File: config.mk
export PLATFORM = sky130hd
export DESIGN_NAME = eth_rx_hdr_parse_flat
export DESIGN_NICKNAME = d
export VERILOG_FILES = /design/src/rtl/eth_rx_hdr_parse_if.sv /design/src/rtl/eth_rx_hdr_parse.sv /design/src/flat_wrapper.sv
export SDC_FILE = /design/constraint.sdc
export NUM_CORES = 1
export LEC_CHECK = 0
export BUFFER_PORTS_ARGS = -buffer_cell sky130_fd_sc_hd__buf_2
export CAP_MARGIN = 20
export CORE_MARGIN = 1
export CORE_UTILIZATION = 57
export DETAILED_ROUTE_END_ITERATION = 6
export PLACE_DENSITY = 0.94
export SLEW_MARGIN = 25
export SYNTH_ARGS = -nofsm -noshare
export SYNTH_HDL_FRONTEND = slang
export SYNTH_SLANG_ARGS = --single-unit
File: constraint.sdc
create_clock -name Clk -period 5 [get_ports Clk]
set_input_delay 0.5 -clock Clk [delete_from_list [all_inputs] [get_ports Clk]]
set_output_delay 0.5 -clock Clk [all_outputs]
set_load 0.1 [all_outputs]
File: src/rtl/eth_rx_hdr_parse_if.sv
// rtl/eth_rx_hdr_parse_if.sv - payload byte stream leaving the Ethernet header parser
//
// Signals (master = parser, slave = application consumer):
//   Data   8   payload byte
//   Valid  1   Data is valid this cycle
//   Sop    1   first payload byte of a frame (qualified by Valid)
//   Eop    1   last payload byte of a frame (qualified by Valid)
//   Abort  1   one-cycle pulse: current payload truncated, discard it
//   Len    pCNT_WIDTH  payload byte count, valid with Eop
interface eth_rx_hdr_parse_if #(
  parameter int pCNT_WIDTH = 16
);
  logic [7:0]            Data;
  logic                  Valid;
  logic                  Sop;
  logic                  Eop;
  logic                  Abort;
  logic [pCNT_WIDTH-1:0] Len;

  modport master (output Data, Valid, Sop, Eop, Abort, Len);
  modport slave  (input  Data, Valid, Sop, Eop, Abort, Len);
endinterface

File: src/rtl/eth_rx_hdr_parse.sv
// rtl/eth_rx_hdr_parse.sv - Ethernet header parser, destination MAC filter and payload forwarder
//
// Ports:
//   Clk, Rst          clock and synchronous active-high reset
//   Recv_Byte         upstream word {SOP, EOP, data[7:0]}
//   Recv_Byte_Rdy     Recv_Byte valid this cycle (no backpressure)
//   Local_Mac         station address, first wire byte in bits 47:40
//   Promisc           accept any destination
//   Dst_Mac, Src_Mac, Eth_Type  captured header fields
//   Hdr_Valid         one-cycle pulse: fields valid and frame accepted
//   Pld               payload stream (eth_rx_hdr_parse_if.master)
//   Drop_Cnt          frames rejected by the filter (saturating)
//   Runt_Cnt          frames ending inside the header (saturating)
//   Err_Cnt           SOP seen mid-frame (saturating)
module eth_rx_hdr_parse #(
  parameter int pCNT_WIDTH = 16,
  parameter int pHDR_BYTES = 14
) (
  input  logic                  Clk,
  input  logic                  Rst,
  input  logic [9:0]            Recv_Byte,
  input  logic                  Recv_Byte_Rdy,
  input  logic [47:0]           Local_Mac,
  input  logic                  Promisc,
  output logic [47:0]           Dst_Mac,
  output logic [47:0]           Src_Mac,
  output logic [15:0]           Eth_Type,
  output logic                  Hdr_Valid,
  eth_rx_hdr_parse_if.master    Pld,
  output logic [pCNT_WIDTH-1:0] Drop_Cnt,
  output logic [pCNT_WIDTH-1:0] Runt_Cnt,
  output logic [pCNT_WIDTH-1:0] Err_Cnt
);

  typedef enum logic [1:0] {IDLE, HDR, PLD, DROP} tState;

  localparam logic [3:0]  cLastIdx = 4'(pHDR_BYTES - 1);
  localparam logic [47:0] cBcast   = '1;

  tState                 state;
  logic [3:0]            hdrIdx;
  logic [pCNT_WIDTH-1:0] pldCnt;

  logic       inSop;
  logic       inEop;
  logic [7:0] inData;
  logic       dstAccept;

  assign inSop  = Recv_Byte[9];
  assign inEop  = Recv_Byte[8];
  assign inData = Recv_Byte[7:0];

  // Dst_Mac is complete once header byte 5 is in, so it is stable when
  // byte 13 is being evaluated.
  assign dstAccept = Promisc || (Dst_Mac == Local_Mac) || (Dst_Mac == cBcast);

  function automatic logic [pCNT_WIDTH-1:0] satInc(input logic [pCNT_WIDTH-1:0] v);
    return (&v) ? v : v + 1'b1;
  endfunction

  always_ff @(posedge Clk) begin
    if (Rst) begin
      state     <= IDLE;
      hdrIdx    <= '0;
      pldCnt    <= '0;
      Dst_Mac   <= '0;
      Src_Mac   <= '0;
      Eth_Type  <= '0;
      Hdr_Valid <= 1'b0;
      Pld.Data  <= '0;
      Pld.Valid <= 1'b0;
      Pld.Sop   <= 1'b0;
      Pld.Eop   <= 1'b0;
      Pld.Abort <= 1'b0;
      Pld.Len   <= '0;
      Drop_Cnt  <= '0;
      Runt_Cnt  <= '0;
      Err_Cnt   <= '0;
    end else begin
      Hdr_Valid <= 1'b0;
      Pld.Valid <= 1'b0;
      Pld.Sop   <= 1'b0;
      Pld.Eop   <= 1'b0;
      Pld.Abort <= 1'b0;

      if (Recv_Byte_Rdy) begin
        if (inSop) begin
          // SOP always restarts header capture, whatever the state.
          if (state != IDLE) Err_Cnt <= satInc(Err_Cnt);
          if (state == PLD) Pld.Abort <= 1'b1;
          Dst_Mac <= {Dst_Mac[39:0], inData};
          if (inEop) begin
            Runt_Cnt <= satInc(Runt_Cnt);
            state    <= IDLE;
          end else begin
            hdrIdx <= 4'd1;
            state  <= HDR;
          end
        end else begin
          case (state)
            IDLE: ;
            HDR: begin
              if (hdrIdx < 4'd6)       Dst_Mac  <= {Dst_Mac[39:0], inData};
              else if (hdrIdx < 4'd12) Src_Mac  <= {Src_Mac[39:0], inData};
              else                     Eth_Type <= {Eth_Type[7:0], inData};

              if (inEop) begin
                Runt_Cnt <= satInc(Runt_Cnt);
                state    <= IDLE;
              end else if (hdrIdx == cLastIdx) begin
                if (dstAccept) begin
                  Hdr_Valid <= 1'b1;
                  pldCnt    <= '0;
                  state     <= PLD;
                end else begin
                  Drop_Cnt <= satInc(Drop_Cnt);
                  state    <= DROP;
                end
              end else begin
                hdrIdx <= hdrIdx + 1'b1;
              end
            end
            PLD: begin
              Pld.Valid <= 1'b1;
              Pld.Data  <= inData;
              Pld.Sop   <= (pldCnt == '0);
              pldCnt    <= satInc(pldCnt);
              if (inEop) begin
                Pld.Eop <= 1'b1;
                Pld.Len <= satInc(pldCnt);
                state   <= IDLE;
              end
            end
            DROP: begin
              if (inEop) state <= IDLE;
            end
            default: state <= IDLE;
          endcase
        end
      end
    end
  end

endmodule

File: src/flat_wrapper.sv
// flat-port wrapper written by rule: the top's interface ports become plain ports
module eth_rx_hdr_parse_flat 
#(
  parameter int pCNT_WIDTH = 16,
  parameter int pHDR_BYTES = 14
)
  (Clk, Rst, Recv_Byte, Recv_Byte_Rdy, Local_Mac, Promisc, Dst_Mac, Src_Mac, Eth_Type, Hdr_Valid, Drop_Cnt, Runt_Cnt, Err_Cnt, Pld_Data, Pld_Valid, Pld_Sop, Pld_Eop, Pld_Abort, Pld_Len);
  eth_rx_hdr_parse_if #(.pCNT_WIDTH(pCNT_WIDTH)) Pld_i ();
  input  logic Clk;
  input  logic Rst;
  input  logic [9:0] Recv_Byte;
  input  logic Recv_Byte_Rdy;
  input  logic [47:0] Local_Mac;
  input  logic Promisc;
  output logic [47:0] Dst_Mac;
  output logic [47:0] Src_Mac;
  output logic [15:0] Eth_Type;
  output logic Hdr_Valid;
  output logic [pCNT_WIDTH-1:0] Drop_Cnt;
  output logic [pCNT_WIDTH-1:0] Runt_Cnt;
  output logic [pCNT_WIDTH-1:0] Err_Cnt;
  output wire logic [$bits(Pld_i.Data)-1:0] Pld_Data;
  output wire logic [$bits(Pld_i.Valid)-1:0] Pld_Valid;
  output wire logic [$bits(Pld_i.Sop)-1:0] Pld_Sop;
  output wire logic [$bits(Pld_i.Eop)-1:0] Pld_Eop;
  output wire logic [$bits(Pld_i.Abort)-1:0] Pld_Abort;
  output wire logic [$bits(Pld_i.Len)-1:0] Pld_Len;
  assign Pld_Data = Pld_i.Data;
  assign Pld_Valid = Pld_i.Valid;
  assign Pld_Sop = Pld_i.Sop;
  assign Pld_Eop = Pld_i.Eop;
  assign Pld_Abort = Pld_i.Abort;
  assign Pld_Len = Pld_i.Len;
  eth_rx_hdr_parse #(.pCNT_WIDTH(pCNT_WIDTH), .pHDR_BYTES(pHDR_BYTES)) u_core (.Clk(Clk), .Rst(Rst), .Recv_Byte(Recv_Byte), .Recv_Byte_Rdy(Recv_Byte_Rdy), .Local_Mac(Local_Mac), .Promisc(Promisc), .Dst_Mac(Dst_Mac), .Src_Mac(Src_Mac), .Eth_Type(Eth_Type), .Hdr_Valid(Hdr_Valid), .Pld(Pld_i), .Drop_Cnt(Drop_Cnt), .Runt_Cnt(Runt_Cnt), .Err_Cnt(Err_Cnt));
endmodule
==> results.ini <==
[outcome]
status = completed

[power]
p_int_mw = 2.78
leakagePower_nw = 4.72
power_frac_clock_pct = 46.7
p_sw_share_pct = 23.3
vdd_drop_max_v = 0.000251
power_per_cell_area_mw_per_mm2 = 316
p_switching_uw = 846
p_seq_share_pct = 47.1
p_total_mw = 3.63
combPwrFrac_pct = 6.2

[worst_hold_path]
min_path_cells = 3
hp-class = input port to flip-flop
whs_endpoint = u_core.Pld.Data[7]
min-delay-start = Recv_Byte[7]

[synthesis]
synth_edf_count = 0
synth-main-ff-cell = dfxtp_1
ys_types = 61
synth_area_mm2 = 0.00943
yosys.area.top_type = dfxtp_1
ys_ff_latch = 211
synthTopCellsByCount = nand2_1 (284), dfxtp_1 (211), a21oi_1 (157)
netlist_top_cells_area = dfxtp_1 (45%), nand2_1 (11%), a21oi_1 (8.3%)
netlist.area_leader.share_pct = 44.8
synthMostInstantiatedCell = nand2_1
syn_nets = 1247
yosysWarnings = 0
ys_seq_area_share_pct = 44.8
syn_inst = 1178
async_reset_ff_share_pct = 0
synth_area_per_cell_um2 = 8.01

[worst_setup_path]
reg2reg_slack_ps = 2400
crit_path_end_kind = flip-flop
critPathKind = flip-flop to flip-flop
cp_max_fo = 29
r2r-end = u_core.pldCnt[10]
required_ps = 5350
worst_setup_path_start_kind = flip-flop
timing.rr.start = u_core.Dst_Mac[6]
reg2reg_depth = 7
critPathArrivalTime_ps = 2950

[clock_tree]
insertion_delay_ps = 500
ctsResizeCount = 0
cts.htree.levels = 1
ctsHoldBuffers = 0
postCtsSetupRepairBufs = 0
clockBufferDepth = 3
clkSlewWorstSetupHoldPaths_ps = 60
clock-sinks = 211
cts_buffers = 22
cts_tree = built
root_buffer = clkbuf_16

[timing]
worstMarginPinSlew_ps = 915
timing.final.crit_share_pct = 51.9
period_minus_slack_ps = 2600
skew_ps = 10.2
tns_ps = 0
setup_viol = 0
slew_headroom_pct = 39.0
grt_setup_unrepaired = no
drv_slew = 0
finalHoldViolations = 0
fmax_mhz = 385

[floorplan]
start_util_pct = 59.0
fp.dieW_um = 131
die_y_um = 131
rows = 46
ios = 251
coreArea_mm2 = 0.0160
die_area_mm2 = 0.0171

[layout]
syn_to_final_growth_pct = 21.5
layout.nets = 1451
final_util_pct = 71.6
drive_above_1_share_pct = 22.9

[routing]
ant_nets = 0
routedWlPerCell_um = 16.9
dr_total_vias = 9452
dr.pass1.iters = 6
detail_route.wirelength_mm = 27.2
drc = 0
avgViaCountPerCell = 5.86
drt_iter0_markers = 1030

[global_routing]
antenna_found_initial = 3
grt.overflow.total = 0
grt_pass1_vias = 8256
grt_use_total_pct = 30.7
grt_max_degree = 122
grt_first_pass_wirelength_mm = 41.5

[placed_design]
port_buffers = 250
gp_congestion = 0.901
dp.final_hpwl_mm = 19.0

[job]
maxCapViolCount = 0

## power groups by stage
stage                     Clock (mW)  Sequential [mW]  Combinational (mW)
after floorplan                    0             1.80              0.0935
after global placement             0             1.75               0.214
after detailed placement           0             1.75               0.219
after CTS                       1.71             1.71               0.221
after global routing            1.78             1.71               0.236
final                           1.69             1.71               0.223
## critical path, cell delays in order, from the launching register on
cell and delay (ps):
dfxtp_1 480, xor2_1 140, nor4_1 440, nand4_1 170, nor3_2 260, buf_4 320
or3_1 430, a41oi_1 190
## cells by family (layout without fill, tap and decap cells)
logic type / Yosys count / count (layout) / share of synthesized area (%)
buffers and inverters: 95 / 312 / 4.40
DFF: 211 / 211 / 44.8
and+or+nand+nor: 532 / 532 / 26.2
AOI/OAI and AO/OA: 236 / 236 / 14.4
other: 0 / 3 / 0
muxes: 14 / 14 / 1.62
adders and majority gates: 7 / 7 / 0.928
xor gates and xnor gates: 83 / 83 / 7.71
## cell usage in the layout, fill, tap and decap left out, types with 3 or more instances in the layout
cell type	n
nand2_1	284
buf_2	249
dfxtp_1	211
a21oi_1	157
nor2_1	66
xor2_1	64
nand3_1	31
nand4_1	31
o21ai_0	27
nor3_1	27
nor4_1	25
clkbuf_16	22
xnor2_1	19
inv_1	18
nor2b_1	13
or3_1	13
mux2_2	10
and3_1	9
a211oi_1	8
a31oi_1	8
ha_1	7
buf_4	6
or4_1	5
and4_1	5
clkbuf_8	5
mux2i_1	4
o211ai_1	4
nand2b_1	4
clkinv_2	4
diode_2	3
and2_1	3
o21a_1	3
o31ai_1	3
o211a_1	3
a41oi_1	3
a311oi_1	3
bufinv_16	3
## per-stage QoR
stage	setup WS (ps)	hold slack [ps]	instances	cell area [um2]
floorplan	2380	486	1178	9430
global placement	2370	439	1573	10700
detailed placement	2320	443	1574	10700
CTS	2490	268	1611	11500
global route	2300	279	1614	11500
finish	2400	277	1614	11500
## area by class of cell
class                           instances  area [um2]
Multi-Input combinational cell        872        4810
Fill cell                            1238        4540
Sequential cell                       211        4220
Timing Repair Buffer                  257        1330
Clock buffer                           29         627
Tap cell                              216         270
Clock inverter                          8         126
Inverter                               18        67.6
Antenna cell                            3        7.51
## flip-flops by register name, summed over array words and instances, names as in the netlist
signal and cells:
u_core.state 2, u_core.pldCnt 16, u_core.Hdr_Valid 1, u_core.Pld.Abort 1, u_core.hdrIdx 4, u_core.Pld.Data 8
u_core.Drop_Cnt 16, u_core.Pld.Len 16, u_core.Eth_Type 16, u_core.Pld.Eop 1, u_core.Src_Mac 48, u_core.Err_Cnt 16
u_core.Pld.Valid 1, u_core.Runt_Cnt 16, u_core.Pld.Sop 1, u_core.Dst_Mac 48
## metal layers
layer / part of all wire (%) / wire length, um / global-route usage (%)
met3: 8.5 / 2320 / 4.72
met1: 37 / 10200 / 37.2
met4: 5.2 / 1410 / 16.6
met5: 0 / 0 / 0
met2: 49 / 13300 / 52.5
## worst max-delay path by stage
stage	slack (ps)	depth (start not counted)	end	start
CTS	2490	7	u_core.pldCnt[5]	u_core.Dst_Mac[6]
global route	2300	7	u_core.pldCnt[0]	u_core.Dst_Mac[15]
floorplan	2380	7	u_core.Drop_Cnt[11]	u_core.Drop_Cnt[3]
global placement	2370	8	u_core.pldCnt[5]	Local_Mac[6]
finish	2400	7	u_core.pldCnt[10]	u_core.Dst_Mac[6]
detailed placement	2320	8	u_core.pldCnt[5]	Local_Mac[6]
(Power assumes the default switching activity.)
